<file path="src/rtl/timer_counter_8bit.sv">
// 8-bit up/down timer/counter with a zero-wait APB register interface and sticky OVF/UDF flags.
// Optional macro TMR_CNT_READBACK_EN makes TCNT readable at address 0x5.
module timer_counter_8bit #(
  parameter int DATA_WIDTH = 8,
  parameter int ADDR_WIDTH = 3
) (
  input  logic                  pclk,
  input  logic                  preset_n,
  input  logic [3:0]            clk_in,
  input  logic                  psel,
  input  logic                  penable,
  input  logic                  pwrite,
  input  logic [ADDR_WIDTH-1:0] paddr,
  input  logic [DATA_WIDTH-1:0] pwdata,
  output logic [DATA_WIDTH-1:0] prdata,
  output logic                  pready,
  output logic                  pslverr,
  output logic                  TMR_OVF,
  output logic                  TMR_UDF
);

  localparam logic [ADDR_WIDTH-1:0] ADDR_TDR  = ADDR_WIDTH'(2);
  localparam logic [ADDR_WIDTH-1:0] ADDR_TCR  = ADDR_WIDTH'(3);
  localparam logic [ADDR_WIDTH-1:0] ADDR_TSR  = ADDR_WIDTH'(4);
  localparam logic [ADDR_WIDTH-1:0] ADDR_TCNT = ADDR_WIDTH'(5);

  localparam logic [DATA_WIDTH-1:0] TCR_MASK = DATA_WIDTH'(8'hB3);
  localparam logic [DATA_WIDTH-1:0] ONE      = DATA_WIDTH'(1);
  localparam logic [DATA_WIDTH-1:0] ALL_ONES = '1;

  logic [DATA_WIDTH-1:0] r_tdr;
  logic [DATA_WIDTH-1:0] r_tcr;
  logic [1:0]            r_tsr;
  logic [DATA_WIDTH-1:0] r_tcnt;
  logic [3:0]            r_clk_d;

  logic                  w_addr_ok;
  logic                  w_access;
  logic                  w_wr_ok;
  logic                  w_wr_tdr;
  logic                  w_wr_tcr;
  logic                  w_wr_tsr;
  logic                  w_load;
  logic                  w_en;
  logic                  w_down;
  logic [1:0]            w_cks;
  logic                  w_tick;
  logic                  w_step;
  logic                  w_ovf_set;
  logic                  w_udf_set;
  logic [1:0]            w_tsr_clr;

  // TCNT occupies a legal address only when its readback is compiled in.
`ifdef TMR_CNT_READBACK_EN
  assign w_addr_ok = (paddr == ADDR_TDR) || (paddr == ADDR_TCR) ||
                     (paddr == ADDR_TSR) || (paddr == ADDR_TCNT);
`else
  assign w_addr_ok = (paddr == ADDR_TDR) || (paddr == ADDR_TCR) || (paddr == ADDR_TSR);
`endif

  assign w_access = psel && penable;
  assign pslverr  = w_access && (!w_addr_ok || (pwrite && (paddr == ADDR_TCNT)));
  assign w_wr_ok  = w_access && pwrite && !pslverr;
  assign w_wr_tdr = w_wr_ok && (paddr == ADDR_TDR);
  assign w_wr_tcr = w_wr_ok && (paddr == ADDR_TCR);
  assign w_wr_tsr = w_wr_ok && (paddr == ADDR_TSR);
  assign pready   = 1'b1;

  assign w_load = r_tcr[7];
  assign w_down = r_tcr[5];
  assign w_en   = r_tcr[4];
  assign w_cks  = r_tcr[1:0];

  // All four inputs are sampled every cycle, so switching CKS compares against the new
  // input's own history and cannot fabricate an edge.
  assign w_tick    = clk_in[w_cks] && !r_clk_d[w_cks];
  assign w_step    = !w_load && w_en && w_tick;
  assign w_ovf_set = w_step && !w_down && (r_tcnt == ALL_ONES);
  assign w_udf_set = w_step &&  w_down && (r_tcnt == '0);
  assign w_tsr_clr = w_wr_tsr ? pwdata[1:0] : 2'b00;

  // NOTE: state is updated with non-blocking assignments so every register samples the
  // pre-edge values of its neighbours, exactly like the flops it describes.
  always_ff @(posedge pclk or negedge preset_n) begin
    if (!preset_n) begin
      r_tdr   <= '0;
      r_tcr   <= '0;
      r_tsr   <= '0;
      r_tcnt  <= '0;
      r_clk_d <= '0;
    end else begin
      r_clk_d <= clk_in;
      if (w_wr_tdr) r_tdr <= pwdata;
      if (w_wr_tcr) r_tcr <= pwdata & TCR_MASK;

      if (w_load)      r_tcnt <= r_tdr;
      else if (w_step) r_tcnt <= w_down ? (r_tcnt - ONE) : (r_tcnt + ONE);

      // Set terms are OR-ed in after the clear so a coincident event is never lost.
      r_tsr <= (r_tsr & ~w_tsr_clr) | {w_udf_set, w_ovf_set};
    end
  end

  // NOTE: prdata gets a default before the case so no path leaves it unassigned,
  // which would otherwise infer a latch.
  always_comb begin
    prdata = '0;
    if (psel && !pwrite && w_addr_ok) begin
      case (paddr)
        ADDR_TDR:  prdata = r_tdr;
        ADDR_TCR:  prdata = r_tcr;
        ADDR_TSR:  prdata = {{(DATA_WIDTH-2){1'b0}}, r_tsr};
`ifdef TMR_CNT_READBACK_EN
        ADDR_TCNT: prdata = r_tcnt;
`endif
        default:   prdata = '0;
      endcase
    end
  end

  assign TMR_OVF = r_tsr[0];
  assign TMR_UDF = r_tsr[1];

endmodule

</file>
<file path="config.mk">
export PLATFORM = sky130hd
export DESIGN_NAME = timer_counter_8bit
export DESIGN_NICKNAME = d
export VERILOG_FILES = /design/src/rtl/timer_counter_8bit.sv
export SDC_FILE = /design/constraint.sdc
export NUM_CORES = 1
export LEC_CHECK = 0
export CAP_MARGIN = 15
export CORE_MARGIN = 1
export CORE_UTILIZATION = 30
export CTS_CLUSTER_SIZE = 14
export DETAILED_ROUTE_END_ITERATION = 12
export DONT_BUFFER_PORTS = 1
export PLACE_DENSITY = 0.5
export RECOVER_POWER = 100
export SYNTH_ARGS = -nofsm -noshare
export SYNTH_HDL_FRONTEND = slang
export SYNTH_SLANG_ARGS = --single-unit
export TNS_END_PERCENT = 50
</file>
<file path="constraint.sdc">
create_clock -name pclk -period 5.6 [get_ports pclk]
set_input_delay 1.4 -clock pclk [delete_from_list [all_inputs] [get_ports pclk]]
set_output_delay 1.4 -clock pclk [all_outputs]
set_load 0.03 [all_outputs]
</file>
==> qor.csv, run 1 <==
metric,value,unit
status,completed,
cts_root_buf,clkbuf_8,
synth_ff_type,dfrtp_1,
clockBufferDepth,2,
cp_max_fo,5,
diodes,0,
cp_data_arrival_time,2510,ps
ir_drop,0.152,mV
relSlewSlack,0.391,
wire_per_inst,16.0,µm
cts_buffers,3,
total_power,684,µW
fillers,478,
power_density,416,nW/µm²
worst_slack,1690,ps
tns,0,ps
clock_latency,280,ps
drive_gt1_frac,0.140,
p_clk_frac,0.171,
worstReg2RegStart,r_tcr[5],
leakage,0.686,nW
slowest_stage,and2_0,
power_frac_seq,0.459,
hold_path_class,flip-flop to flip-flop,
max_freq,256,MHz
io_pins,32,
cts-hold-fix-buffers,0,
stdcell_count,210,
portBuffers,0,
tritoncts,built,
avgSynthCellArea,10.9,µm²
syn_inst,142,
rrSetupSlack,3390,ps
tightestPinTransition,907,ps
hold_viol,0,
place_congestion,0.788,
grt_pass1_wl,5.70,mm
cp.required,4200,ps
seq_area_frac_synth,0.436,
grtUsageTotal,0.139,
max_stage_delay,420,ps
initial_core_util,0.319,
crit_buf_inv,0,
synth-seq-cells,27,
antenna_found_initial,0,
crit_path_end_kind,output pin,
drv_slew,0,
die-area,5450,µm²
crit_type,input port to output pin,
cts_setup_buffers,0,
synth_area_leaders,"dfrtp_1 44%, mux2_2 10%, ha_1 4.8%, a22oi_1 3.4%, nor2b_1 2.8%",
reg2reg_depth,7,
placed_cells,206,
grt_max_degree,28,
yosysTopAreaCellShare,0.436,
cts_sinks,27,
fp.dieW,73.9,µm
power_frac_comb,0.369,
yosys_warnings,0,
synth_edf_count,0,
critical_path.top_delay_family,simple AND/OR/NAND/NOR gates,
setup_viol,0,
p_sw,263,µW
async_flop_share,1.00,
fin_crit,3910,ps
worstHoldPathCells,1,
skew,4.76,ps
drt_wl_total,3.36,mm
swShare,0.385,
yosys.cell_types.count,45,
path_cells,"nor2b_1, nand3b_1, nor2_1, and2_0",
period_share,0.699,
post_cts_resized,0,
std_cell_rows,25,
synth_commonest_cells,"27 x dfrtp_1, 14 x mux2_2, 11 x nor2_1, 7 x a22oi_1, 7 x nor2b_1",
dr.pass1.iters,4,
drtIter0Drc,48,
placed_area,1620,µm²
fp.coreArea,4850,µm²
syn_area,1550,µm²
fin_nets,171,
dp_hpwl,2.56,mm
route.vias.total,1134,
dieHeight,73.9,µm
rsz0062_at_grt,false,
clk_pin_slew,100,ps
cts-htree-levels,1,
place_ws,1780,ps
drv_cap,0,
yosysTopAreaCell,dfrtp_1,
grt-ovfl-total,0,
grt_pass1_vias,1119,
drcViolationCount,0,
holdWs,562,ps
yosysMostFrequentCell,dfrtp_1,
finish.utilization,0.339,
r2r_end,r_tcnt[6],
syn_nets,169,
min-delay-start,r_tdr[1],
syn_to_final_growth,6.14,%
final_area,1640,µm²
worstHoldEndpoint,r_tcnt[1],
vias_per_cell,5.40,
start_kind,input port,
ant_nets,0,
p_int,421,µW
## kinds of logic after synthesis
kind of cell               share of synthesized area
AOI/OAI and AO/OA                              0.170
buffers and inverters                         0.0226
adders and majority gates                     0.0614
DFF                                            0.436
muxes                                          0.136
xor gates and xnor gates                      0.0113
and+or+nand+nor                                0.160
other                                        0.00242
## state kept, by name (all words and copies together) (netlist names)
name	count
r_clk_d	4
r_tsr	2
r_tcnt	8
r_tcr	5
r_tdr	8
## worst max-delay path by stage
stage | start | to | slack, ps | cells after the start
floorplan | paddr[0] | prdata[0] | 1750 | 4
global placement | paddr[1] | prdata[3] | 1820 | 4
detailed placement | paddr[1] | prdata[2] | 1780 | 4
CTS | paddr[1] | prdata[2] | 1780 | 4
global route | paddr[1] | prdata[2] | 1530 | 4
finish | paddr[1] | prdata[3] | 1690 | 4
## layer usage
metal | vias up | global-route usage | wire length [µm]
met3 | 4 | 0.0219 | 100
li1 | 534 | - | -
met5 | - | 0 | 0
met1 | 575 | 0.197 | 1630
met2 | 21 | 0.215 | 1600
met4 | 0 | 0.0449 | 35
## area by class of cell
class / instances / area [µm²] / area share
clock buffer: 3 / 41.3 / 0.0251
clock inverter: 1 / 7.51 / 0.00457
inverter: 5 / 18.8 / 0.0114
multi-input combinational: 107 / 817 / 0.497
sequential: 27 / 676 / 0.411
tap: 67 / 83.8 / 0.0510
## placed cells by master (no fill, tap or decap), drive strengths merged, types with 2 or more instances in the layout
cell     n
nor3b    2
nand4    2
nand2    6
a21oi    3
inv      5
nor4     2
o21ai    7
ha       6
dfrtp   27
nor2b    7
nor2    12
mux2    14
nor3     2
a21o     2
mux2i    3
and4     2
a221o    4
nand3    2
o31ai    2
and2     3
a22oi    7
clkbuf   3
a21boi   2
a211oi   2
## power by group through the flow
stage / clock, mW / combinational (mW) / sequential, mW
finish: 0.117 / 0.252 / 0.314
global route: 0.128 / 0.291 / 0.323
CTS: 0.120 / 0.257 / 0.317
detailed placement: 0 / 0.256 / 0.321
global placement: 0 / 0.248 / 0.319
floorplan: 0 / 0.223 / 0.293
(Power assumes the default switching activity.)
==> inputs of run 2 (changes only) <==
clock period = 3.7 ns   (was 5.6 ns; I/O delays follow)
==> run 2 against run 1 <==
Clock power increased by 47%; combinational power is 52% higher; setup slack got worse by 950 ps; die area did not move; worst hold slack worse by 240 ps; critical endpoint is now prdata[2]; final area is 0.23% higher; highest routed layer unchanged; via count down 1.4%.
==> qor.csv, run 2 (synthesized netlist as in run 1, its figures left out) <==
metric,value,unit,change
placed_area,1620,µm²,+0.46%
cts_buffers,3,,unchanged
start_kind,input port,,
cp.required,2770,ps,-1430 ps
tns,0,ps,unchanged
route.vias.total,1118,,-1.4%
crit_path_end_kind,output pin,,
leakage,0.687,nW,about the same
drtIter0Drc,57,,+19%
cp_data_arrival_time,2030,ps,-480 ps
worst_slack,742,ps,-945 ps
rsz0062_at_grt,false,,
period_share,0.799,,
tritoncts,built,,
wire_per_inst,15.9,µm,-0.36%
vias_per_cell,5.30,,-1.9%
fp.coreArea,4850,µm²,unchanged
final_area,1650,µm²,+0.23%
drv_cap,0,,unchanged
drive_gt1_frac,0.146,,+0.00597
finish.utilization,0.340,,+0.000774
rrSetupSlack,1510,ps,-1880 ps
cts-htree-levels,1,,unchanged
status,completed,,
portBuffers,0,,unchanged
drcViolationCount,0,,unchanged
tightestPinTransition,692,ps,-214 ps
grt-ovfl-total,0,,unchanged
dr.pass1.iters,4,,unchanged
worstReg2RegStart,r_tcr[5],,
grtUsageTotal,0.142,,+0.00345
cts-hold-fix-buffers,0,,unchanged
power_density,625,nW/µm²,+50%
drt_wl_total,3.37,mm,+0.12%
final_cell_mix,"27 x dfrtp_1, 14 x mux2_2, 12 x nor2_1",,
setup_viol,0,,unchanged
fin_nets,172,,+0.58%
clk_pin_slew,100,ps,about the same
dp_hpwl,2.54,mm,-0.79%
cts_sinks,27,,unchanged
clock_latency,280,ps,about the same
syn_to_final_growth,6.38,%,
io_pins,32,,unchanged
clockBufferDepth,2,,unchanged
antenna_found_initial,0,,unchanged
ant_nets,0,,unchanged
place_ws,839,ps,-944 ps
die-area,5450,µm²,unchanged
relSlewSlack,0.538,,+0.147
cp_max_fo,5,,unchanged
grt_pass1_wl,5.83,mm,+2.3%
dieHeight,73.9,µm,unchanged
grt_pass1_vias,1172,,+4.7%
post_cts_resized,0,,unchanged
reg2reg_depth,6,,-1
initial_core_util,0.319,,unchanged
fin_crit,2960,ps,
cts_root_buf,clkbuf_8,,
cts_setup_buffers,0,,unchanged
max_freq,338,MHz,
total_power,1.03,mW,+51%
final_common_cell,dfrtp_1,,
skew,8.75,ps,+3.99 ps
reg_top3,"r_tcnt: 8 flops, r_tdr: 8 flops, r_tcr: 5 flops",,
ir_drop,0.229,mV,+50%
place_congestion,0.803,,+2.0%
crit_type,input port to output pin,,
std_cell_rows,25,,unchanged
drv_slew,0,,unchanged
hold_path_class,input port to asynchronous set/reset pin,,
fp.dieW,73.9,µm,unchanged
hold_viol,0,,unchanged
diodes,0,,unchanged
r2r_end,r_tcnt[7],,
grt_max_degree,28,,unchanged
run 2: critical path, stage by stage:
cell,delay (ps)
nor2b_1,270
nand3b_1,230
nor2_1,190
and2_0,420
run 2: layout make-up:
type / instances / area (µm²)
tap: 67 / 83.8
fill: 497 / 3200
timing repair buffer: 1 / 3.75
sequential: 27 / 676
multi-input combinational: 107 / 817
clock inverter: 1 / 7.51
clock buffer: 3 / 41.3
inverter: 5 / 18.8
run 2: worst max path at each step:
stage | from | cells after the start | to
after floorplan | paddr[0] | 4 | prdata[0]
after global placement | paddr[1] | 4 | prdata[3]
after detailed placement | paddr[1] | 4 | prdata[2]
after CTS | paddr[1] | 4 | prdata[2]
after global routing | paddr[1] | 4 | prdata[2]
final | paddr[1] | 4 | prdata[2]
run 2: layer usage:
metal	routed length [µm]	up-vias	GRT usage
met2	1590	28	0.217
li1	-	531	-
met1	1590	555	0.198
met5	0	-	0
met4	50	0	0.0598
met3	136	4	0.0233
run 2: report_power, final:
part | internal [mW] | leakage (nW) | total [mW] | switching (mW)
sequential | 0.367 | 0.342 | 0.477 | 0.109
clock | 0.0765 | 0.0217 | 0.172 | 0.0954
combinational | 0.193 | 0.323 | 0.382 | 0.189
run 2: per-stage QoR:
step	cells	hold slack (ps)
after global placement	207	525
after floorplan	142	491
after detailed placement	207	537
after CTS	211	318
final	211	326
after global routing	211	303
==> inputs of run 3 (changes only) <==
PLACE_DENSITY = 0.51   (was 0.5)
clock period = 2.4 ns   (was 3.7 ns; I/O delays follow)
==> run 3 against run 2 <==
Clock power increased by 54%; critical path depth unchanged; die area unchanged; clock skew decreased by 2.4 ps; combinational power increased by 55%; via count increased by 5.4%; register-to-register slack got worse by 1300 ps; global-route usage increased by 0.15 points; wire length increased by 3.0%; flip-flop and latch count unchanged; non-clock buffer count increased by 9.
==> qor.csv, run 3 (synthesized netlist as in run 1, its figures left out) <==
metric,value,unit,change
worst_slack,220,ps,-522 ps
power_density,937,nW/µm²,+50%
fp.coreArea,4850,µm²,unchanged
drt_wl_total,3.47,mm,+3.0%
grt_max_degree,17,,-39%
initial_core_util,0.319,,unchanged
hold_viol,0,,unchanged
final_common_cell,dfrtp_1,,
dr.pass1.iters,5,,+1
relSlewSlack,0.495,,-0.0432
tritoncts,built,,
cp_data_arrival_time,1580,ps,-450 ps
hold_path_class,input port to flip-flop,,
route.vias.total,1178,,+5.4%
dp_hpwl,2.56,mm,+0.99%
drcViolationCount,0,,unchanged
fp.dieW,73.9,µm,unchanged
skew,6.37,ps,-2.37 ps
final_cell_mix,"26 x dfrtp_1, 14 x mux2_2, 12 x nor2_1",,
vias_per_cell,5.35,,+1.1%
cts_setup_buffers,0,,unchanged
grt-ovfl-total,0,,unchanged
std_cell_rows,25,,unchanged
drive_gt1_frac,0.137,,-0.00858
period_share,0.908,,
antenna_found_initial,0,,unchanged
portBuffers,0,,unchanged
wire_per_inst,15.8,µm,-1.2%
die-area,5450,µm²,unchanged
dieHeight,73.9,µm,unchanged
grt_pass1_vias,1221,,+4.2%
cts-htree-levels,1,,unchanged
leakage,0.706,nW,+2.8%
holdWs,340,ps,+13.8 ps
place_ws,252,ps,-587 ps
cts_root_buf,clkbuf_8,,
grt_pass1_wl,5.91,mm,+1.3%
tns,0,ps,unchanged
cp.required,1800,ps,-970 ps
total_power,1.59,mW,+55%
cp_max_fo,4,,-1
place_congestion,0.815,,+1.5%
tightestPinTransition,754,ps,+62.0 ps
drv_slew,0,,unchanged
drtIter0Drc,39,,-32%
clock_latency,280,ps,about the same
rsz0062_at_grt,false,,
ant_nets,0,,unchanged
syn_to_final_growth,9.77,%,
setup_viol,0,,unchanged
status,completed,,
crit_type,input port to output pin,,
fin_crit,2180,ps,
clockBufferDepth,2,,unchanged
ir_drop,0.347,mV,+52%
fin_nets,181,,+5.2%
io_pins,32,,unchanged
clk_pin_slew,100,ps,about the same
grtUsageTotal,0.144,,+0.00149
cts_buffers,3,,unchanged
crit_path_end_kind,output pin,,
cts_sinks,27,,unchanged
reg_top3,"r_tcnt: 8 flops, r_tdr: 8 flops, r_tcr: 5 flops",,
start_kind,input port,,
max_freq,459,MHz,
drv_cap,0,,unchanged
diodes,0,,unchanged
-- run 3: cell types whose count changed in the layout (fill, tap and decap cells not counted), sizes merged --
cell,before,now
clkbuf,4,10
dlygate4sd3,0,3
-- run 3: routing by layer --
layer / up-vias / part of all wire / global-route usage
li1: 555 / - / -
met1: 589 / 0.48 / 0.203
met2: 30 / 0.47 / 0.222
met3: 4 / 0.043 / 0.0233
met4: 0 / 0.011 / 0.0491
met5: - / 0 / 0
-- run 3: final timing paths --
path	startpoint	endpoint	cells after the start	slack (ps)
max	paddr[1]	prdata[1]	4	220
min in group asynchronous	preset_n	r_tcnt[1]	1	600
max reg2reg	r_tcr[5]	r_tcnt[7]	6	260
max in group asynchronous	preset_n	r_tcnt[0]	1	1240
min reg2reg	r_tdr[2]	r_tdr[2]	1	550
min	clk_in[2]	r_clk_d[2]	0	340
-- run 3: metrics by stage --
stage	utilization	instances	area, µm²
after floorplan	-	142	1550
after global placement	0.344	213	1670
after detailed placement	0.344	213	1670
after CTS	0.358	219	1740
after global routing	0.351	220	1700
final	0.351	220	1700
-- run 3: critical path, stage by stage --
cell	delay, ps
nor3b_1	390
a22oi_1	170
nor2_1	110
clkbuf_1	320
-- run 3: area by class of cell --
| cell class | count | area (µm²) |
|---|---|---|
| Multi-Input combinational cell | 107 | 816 |
| Timing Repair Buffer | 10 | 56.3 |
| Clock buffer | 3 | 41.3 |
| Inverter | 5 | 18.8 |
| Tap cell | 67 | 83.8 |
| Sequential cell | 27 | 677 |
| Clock inverter | 1 | 7.51 |
| Fill cell | 493 | 3150 |
-- run 3: what timing repair did --
item	4_1_cts	5_1_grt
setup endpoints to repair	0	1
hold buffers	2	1
hold endpoints to repair	13	11
resized for setup	0	1
-- run 3: power by group --
part | switching (mW) | internal (mW)
Clock | 0.147 | 0.118
Sequential | 0.168 | 0.567
Combinational | 0.291 | 0.302
Total | 0.606 | 0.987
